==> config.mk <==
export PLATFORM = sky130hd
export DESIGN_NAME = rx_byte_buffer_flat
export DESIGN_NICKNAME = d
export VERILOG_FILES = /design/src/rtl/rx_byte_buffer_if.sv /design/src/rtl/rx_byte_buffer.sv /design/src/flat_wrapper.sv
export SDC_FILE = /design/constraint.sdc
export NUM_CORES = 1
export LEC_CHECK = 0
export ABC_AREA = 1
export CAP_MARGIN = 0
export CORE_ASPECT_RATIO = 0.9
export CORE_MARGIN = 4
export CORE_UTILIZATION = 55
export DETAILED_ROUTE_END_ITERATION = 8
export PLACE_DENSITY_LB_ADDON = 0.05
export SETUP_SLACK_MARGIN = 0.02
export SLEW_MARGIN = 25
export SYNTH_ARGS = -nofsm -noshare
export SYNTH_HDL_FRONTEND = slang
export SYNTH_SLANG_ARGS = --single-unit
export TNS_END_PERCENT = 100
==> constraint.sdc <==
create_clock -name clk -period 2.07 [get_ports clk]
set_clock_uncertainty 0.1 [all_clocks]
set_input_delay 0.414 -clock clk [delete_from_list [all_inputs] [get_ports clk]]
set_output_delay 0.414 -clock clk [all_outputs]
set_load 0.02 [all_outputs]
==> src/rtl/rx_byte_buffer_if.sv <==
// Channel-side receive beat plus the downstream valid/ready drain port of rx_byte_buffer.
// With RX_PASS_ERRORED_EN defined, out_err travels with the head byte.
interface rx_byte_buffer_if;
  logic [7:0] rx_data;
  logic       rx_error;
  logic       rx_valid;
  logic [7:0] out_data;
  logic       out_valid;
  logic       out_ready;
`ifdef RX_PASS_ERRORED_EN
  logic       out_err;

  modport master (output rx_data, rx_error, rx_valid, out_ready,
                  input  out_data, out_valid, out_err);
  modport slave  (input  rx_data, rx_error, rx_valid, out_ready,
                  output out_data, out_valid, out_err);
`else
  modport master (output rx_data, rx_error, rx_valid, out_ready,
                  input  out_data, out_valid);
  modport slave  (input  rx_data, rx_error, rx_valid, out_ready,
                  output out_data, out_valid);
`endif
endinterface

==> src/rtl/rx_byte_buffer.sv <==
// Receive byte buffer: show-ahead FIFO fed by the channel, error-burst retransmit FSM.
// Optional macro RX_PASS_ERRORED_EN: errored beats are stored with a per-entry error flag.
module rx_byte_buffer #(
  parameter int DEPTH      = 8,
  parameter int ERR_THRESH = 3,
  parameter int HOLDOFF    = 4
) (
  input  logic                   clk,
  input  logic                   rst,
  rx_byte_buffer_if.slave        bus,
  output logic                   retx_req,
  output logic                   overflow,
  output logic [7:0]             err_count,
  output logic [$clog2(DEPTH):0] fifo_level,
  output logic                   resync
);
  localparam int AW = $clog2(DEPTH);
  localparam int CW = $clog2(ERR_THRESH + 1);
  localparam int HW = $clog2(HOLDOFF + 1);
`ifdef RX_PASS_ERRORED_EN
  localparam int  EW   = 9;
  localparam bit  PASS = 1'b1;
`else
  localparam int  EW   = 8;
  localparam bit  PASS = 1'b0;
`endif

  typedef enum logic {NORMAL, RESYNC} state_t;

  state_t                     state_q, state_d;
  logic [HW-1:0]              hold_q, hold_d;
  logic [CW-1:0]              cons_q, cons_d;
  logic                       retx_q, retx_d;

  logic [DEPTH-1:0][EW-1:0]   mem_q;
  logic [AW-1:0]              wr_ptr_q, rd_ptr_q;
  logic [AW:0]                level_q;
  logic                       ovf_q;
  logic [7:0]                 errc_q;

  logic                       full, pop, push, drop, accept, trigger, is_normal;
  logic [CW-1:0]              cons_inc;
  logic [EW-1:0]              wr_entry, head;

  assign is_normal = (state_q == NORMAL);
  assign full      = (level_q == (AW+1)'(DEPTH));
  assign pop       = (level_q != '0) & bus.out_ready;
  // Beats eligible for storage; RESYNC blocks everything.
  assign accept    = is_normal & bus.rx_valid & (PASS | ~bus.rx_error);
  assign push      = accept & (~full | pop);
  assign drop      = accept & full & ~pop;
  assign cons_inc  = cons_q + 1'b1;
  assign trigger   = is_normal & bus.rx_valid & bus.rx_error & (cons_inc == CW'(ERR_THRESH));

`ifdef RX_PASS_ERRORED_EN
  assign wr_entry    = {bus.rx_error, bus.rx_data};
  assign bus.out_err = head[8];
`else
  assign wr_entry    = bus.rx_data;
`endif
  assign head         = mem_q[rd_ptr_q];
  assign bus.out_data = head[7:0];
  assign bus.out_valid = (level_q != '0);
  assign fifo_level   = level_q;
  assign overflow     = ovf_q;
  assign err_count    = errc_q;

  // FSM: state register
  always_ff @(posedge clk or negedge rst) begin
    if (!rst) begin
      state_q <= NORMAL;
      hold_q  <= '0;
      cons_q  <= '0;
      retx_q  <= 1'b0;
    end else begin
      state_q <= state_d;
      hold_q  <= hold_d;
      cons_q  <= cons_d;
      retx_q  <= retx_d;
    end
  end

  // FSM: next state
  always_comb begin
    state_d = state_q;
    hold_d  = hold_q;
    cons_d  = cons_q;
    retx_d  = 1'b0;
    case (state_q)
      NORMAL: begin
        if (trigger) begin
          state_d = RESYNC;
          hold_d  = '0;
          cons_d  = '0;
          retx_d  = 1'b1;
        end else if (bus.rx_valid) begin
          cons_d = bus.rx_error ? cons_inc : '0;
        end
      end
      RESYNC: begin
        if (hold_q == HW'(HOLDOFF - 1)) state_d = NORMAL;
        else                            hold_d  = hold_q + 1'b1;
      end
      default: state_d = NORMAL;
    endcase
  end

  // FSM: outputs (retx_q marks the first RESYNC cycle)
  always_comb begin
    resync   = (state_q == RESYNC);
    retx_req = retx_q;
  end

  always_ff @(posedge clk or negedge rst) begin
    if (!rst) begin
      mem_q    <= '0;
      wr_ptr_q <= '0;
      rd_ptr_q <= '0;
      level_q  <= '0;
      ovf_q    <= 1'b0;
      errc_q   <= '0;
    end else begin
      if (push) begin
        mem_q[wr_ptr_q] <= wr_entry;
        wr_ptr_q        <= wr_ptr_q + 1'b1;
      end
      if (pop) rd_ptr_q <= rd_ptr_q + 1'b1;
      case ({push, pop})
        2'b10:   level_q <= level_q + 1'b1;
        2'b01:   level_q <= level_q - 1'b1;
        default: level_q <= level_q;
      endcase
      if (drop) ovf_q <= 1'b1;
      if (bus.rx_valid && bus.rx_error && errc_q != 8'hFF) errc_q <= errc_q + 1'b1;
    end
  end
endmodule

==> src/flat_wrapper.sv <==
// flat-port wrapper written by rule: the top's interface ports become plain ports
module rx_byte_buffer_flat 
#(
  parameter int DEPTH      = 8,
  parameter int ERR_THRESH = 3,
  parameter int HOLDOFF    = 4
)
  (clk, rst, retx_req, overflow, err_count, fifo_level, resync, bus_rx_data, bus_rx_error, bus_rx_valid, bus_out_ready, bus_out_data, bus_out_valid);
  rx_byte_buffer_if bus_i ();
  input  logic clk;
  input  logic rst;
  output logic retx_req;
  output logic overflow;
  output logic [7:0] err_count;
  output logic [$clog2(DEPTH):0] fifo_level;
  output logic resync;
  input wire logic [$bits(bus_i.rx_data)-1:0] bus_rx_data;
  input wire logic [$bits(bus_i.rx_error)-1:0] bus_rx_error;
  input wire logic [$bits(bus_i.rx_valid)-1:0] bus_rx_valid;
  input wire logic [$bits(bus_i.out_ready)-1:0] bus_out_ready;
  output wire logic [$bits(bus_i.out_data)-1:0] bus_out_data;
  output wire logic [$bits(bus_i.out_valid)-1:0] bus_out_valid;
  assign bus_i.rx_data = bus_rx_data;
  assign bus_i.rx_error = bus_rx_error;
  assign bus_i.rx_valid = bus_rx_valid;
  assign bus_i.out_ready = bus_out_ready;
  assign bus_out_data = bus_i.out_data;
  assign bus_out_valid = bus_i.out_valid;
  rx_byte_buffer #(.DEPTH(DEPTH), .ERR_THRESH(ERR_THRESH), .HOLDOFF(HOLDOFF)) u_core (.clk(clk), .rst(rst), .bus(bus_i), .retx_req(retx_req), .overflow(overflow), .err_count(err_count), .fifo_level(fifo_level), .resync(resync));
endmodule
==> impl_metrics.py <==
metrics = {
    "worst_setup_path": {
        "slowest_delay_ns": 0.47,
        "endpoint_kind": "output pin",
        "r2r_start": "u_core.fifo_level[2]$_DFFE_PN0P_",
        "path_cells": "buf_6 -> nor2_1 -> nor2_1 -> o21ai_0 -> o21ai_1 -> nand2_1 -> nand2_1 -> buf_2",
        "critical_path.max_fanout": 9,
        "crit_buf_inv": 2,
        "crit_start": "u_core.rd_ptr_q[0]$_DFFE_PN0P_",
        "arrival_ns": 1.62,
        "cp.required_ns": 1.56,
        "start_kind": "register",
        "path_class": "reg -> out",
        "cpMaxStageDelayCell": "dfrtp_2",
        "critPathTopFamily": "flip-flops",
    },
    "synthesis": {
        "synth.most_common_cell": "nand2_1",
        "yosysWarnings": 0,
        "netlist_instances": 519,
        "yosys-top-cells-count": "nand2_1, dfrtp_1, nor2_1, o21ai_0, o21ai_1",
        "ys.flop_type": "dfrtp_1",
        "ys_async_sr_fraction_pct": 100,
        "netlist.area_leader.share_pct": 52.3,
        "synth_fp_nets": 541,
        "synthTopCellsByArea": "dfrtp_1, nand2_1, o21ai_0",
        "yosysSeqAreaShare_pct": 52.3,
        "synth-edff-count": 0,
        "syn_area_mm2": 0.00431,
        "yosys.area.top_type": "dfrtp_1",
        "syn-mean-instance-area_um2": 8.30,
        "ys_ff_latch": 90,
        "synth.distinct_cells": 24,
    },
    "pwr": {
        "switching_power_uw": 3360,
        "ir_worst_vdd_v": 0.000766,
        "p_leak_uw": 0.00258,
        "p_total_uw": 8190,
        "internal_power_uw": 4820,
        "power_density_mw_per_mm2": 1570,
        "clkPwrFrac_pct": 15.0,
        "combPwrFrac_pct": 48.3,
        "p_seq_share_pct": 36.7,
        "swShare_pct": 41.1,
    },
    "final_layout": {
        "diodes": 0,
        "postLayoutCellArea_mm2": 0.00522,
        "fin_cells": 676,
        "fill_cells": 612,
        "final_core_util_pct": 68.9,
        "fin_nets": 597,
        "syn_to_final_growth_pct": 21.3,
        "drive_above_1_share_pct": 15.5,
        "seqCellArea_mm2": 0.00226,
        "multi_input_area_mm2": 0.00185,
    },
    "worst_hold_path": {
        "min_from": "u_core.overflow$_DFFE_PN0P_",
        "hold_path.class": "reg -> reg",
    },
    "cts": {
        "cts_tree": "built",
        "numCtsBuffers": 9,
        "cts_sinks": 90,
        "cts-htree-levels": 3,
        "root_buffer": "clkbuf_8",
        "insertion_delay_ns": 0.36,
        "clk_pin_slew_ns": 0.10,
        "cts.path.max_buffers": 2,
    },
    "timing": {
        "rsz0062_at_grt": "true",
        "tightest_slew_ns": 0.425,
        "fin_crit_ns": 2.13,
        "relSlewSlack_pct": 71.7,
        "finalCritPeriodShare_pct": 103,
        "slew_violations": 0,
        "hold_viol": 0,
        "setup_viol": 7,
        "timing.final.ws_setup_ns": -0.0604,
        "fmax_mhz": 469,
    },
    "global_routing": {
        "grt_pass1_vias": 3557,
        "grt_antenna_before_repair": 0,
        "grt_max_degree": 35,
        "grt_overflow": 0,
        "grt_pass1_wl_mm": 16.9,
        "grtUsageTotal_pct": 22.9,
    },
    "floorplanning": {
        "rows": 30,
        "start_util_pct": 56.8,
        "die_w_um": 101,
        "die-area_mm2": 0.00931,
        "die_y_um": 91.9,
        "boundaryPins": 37,
        "coreArea_mm2": 0.00758,
    },
    "placed_design": {
        "hpwl_mm": 6.31,
        "globalplace.congestion": 0.800,
        "portBuffers": 36,
        "dp_cells": 655,
        "dpl_cell_area_mm2": 0.00488,
        "pre_cts_ws_ns": -0.252,
    },
    "routing": {
        "via_per_inst": 5.28,
        "firstDrtPassIters": 5,
        "drtIter0Drc": 229,
        "wirelength_mm": 9.72,
        "drcViolationCount": 0,
        "wire_per_inst_um": 14.4,
        "ant_nets": 0,
        "num_vias": 3572,
    },
    "status": {
        "outcome": "finished, violations left",
        "violations": "setup timing",
    },
    "run": {
        "cap_violations": 0,
    },
}
[metrics by stage]
stage,hold WS (ns),TNS [ns]
floorplan,0.0184,0
global placement,0.285,-1.18
detailed placement,0.288,-1.36
CTS,0.383,-0.380
global route,0.412,-1.23
finish,0.380,-0.316
[worst min-delay path, cell delays in order (launching register included)]
cell	delay, ns
dfrtp_1	0.36
inv_1	0.04
o31ai_1	0.05
[registers in the layout, summed over array words and instances, names as in the netlist]
name / cells
u_core.cons_q: 2
u_core.hold_q: 3
u_core.fifo_level: 4
u_core.wr_ptr_q: 3
u_core.mem_q: 64
u_core.err_count: 8
u_core.rd_ptr_q: 3
u_core.resync: 1
u_core.overflow: 1
u_core.retx_req: 1
[power by group through the flow]
| stage | sequential, µW | combinational (µW) | clock, µW |
|---|---|---|---|
| finish | 3000 | 3960 | 1230 |
| global route | 3080 | 4470 | 1340 |
| CTS | 2990 | 3770 | 1270 |
| detailed placement | 2990 | 3580 | 0 |
| global placement | 2970 | 3510 | 0 |
| floorplan | 3000 | 2220 | 0 |
[cell type report]
class / instances / area share [%]
clock buffer: 11 / 2.71
clock inverter: 5 / 1.20
inverter: 34 / 2.49
multi-input combinational: 376 / 35.5
sequential: 90 / 43.2
tap: 96 / 2.30
timing repair buffer: 64 / 12.6
[kinds of logic (layout without fill, tap and decap cells)]
group | count (synthesis) | in the layout | share of synthesized area, %
DFF | 90 | 90 | 52.3
xor gates and xnor gates | 13 | 13 | 2.64
and+or+nand+nor | 231 | 231 | 22.0
adders and majority gates | 9 | 9 | 2.62
AOI/OAI and AO/OA | 123 | 123 | 14.4
buffers and inverters | 53 | 114 | 6.04
[placed cells by master (no fill, tap or decap), types with 2 or more instances in the layout]
cell type        count
buf_12               5
buf_6                7
clkinvlp_4           2
clkbuf_8            10
nand2_1            140
nand3_1              7
xnor2_1              6
nand2_4              7
inv_1               30
o21ai_2              2
ha_2                 2
dfrtp_2              4
ha_1                 7
nor2_1              56
nor2_2               8
o21ai_0             37
o21ai_1             82
nand2_2              8
xor2_1               7
nor2_4               2
dfrtp_1             86
clkdlybuf4s50_1     26
inv_2                2
buf_4               22
[path summary, 6_finish.rpt]
path                                                     to  depth (start not counted)  slack (ns)
min in group asynchronous       u_core.overflow$_DFFE_PN0P_                          2        0.43
min reg2reg                     u_core.overflow$_DFFE_PN0P_                          2        0.38
min                             u_core.overflow$_DFFE_PN0P_                          2        0.38
max in group asynchronous      u_core.mem_q[35]$_DFFE_PN0P_                          3        0.85
max reg2reg                u_core.fifo_level[2]$_DFFE_PN0P_                         11        0.13
max                                         bus_out_data[1]                          8       -0.06
[layer usage]
metal,global-route usage [%],up-vias,part of all wire (%)
li1,-,1780,-
met1,31.8,1689,47
met2,36.3,95,47
met3,5.32,8,5.2
met4,6.09,0,1.1
met5,0,-,0
[repair_timing]
| item | 4_1_cts | 5_1_grt |
|---|---|---|
| cloned | 1 | 0 |
| gates resized for setup | 72 | 25 |
| endpoints found under the setup margin | 9 | 9 |
| pin swaps | 3 | 1 |
| setup buffers | 0 | 3 |
| hold endpoints to repair | 28 | 0 |
| hold buffers | 1 | 0 |
Power figures use the tool's default switching activity.
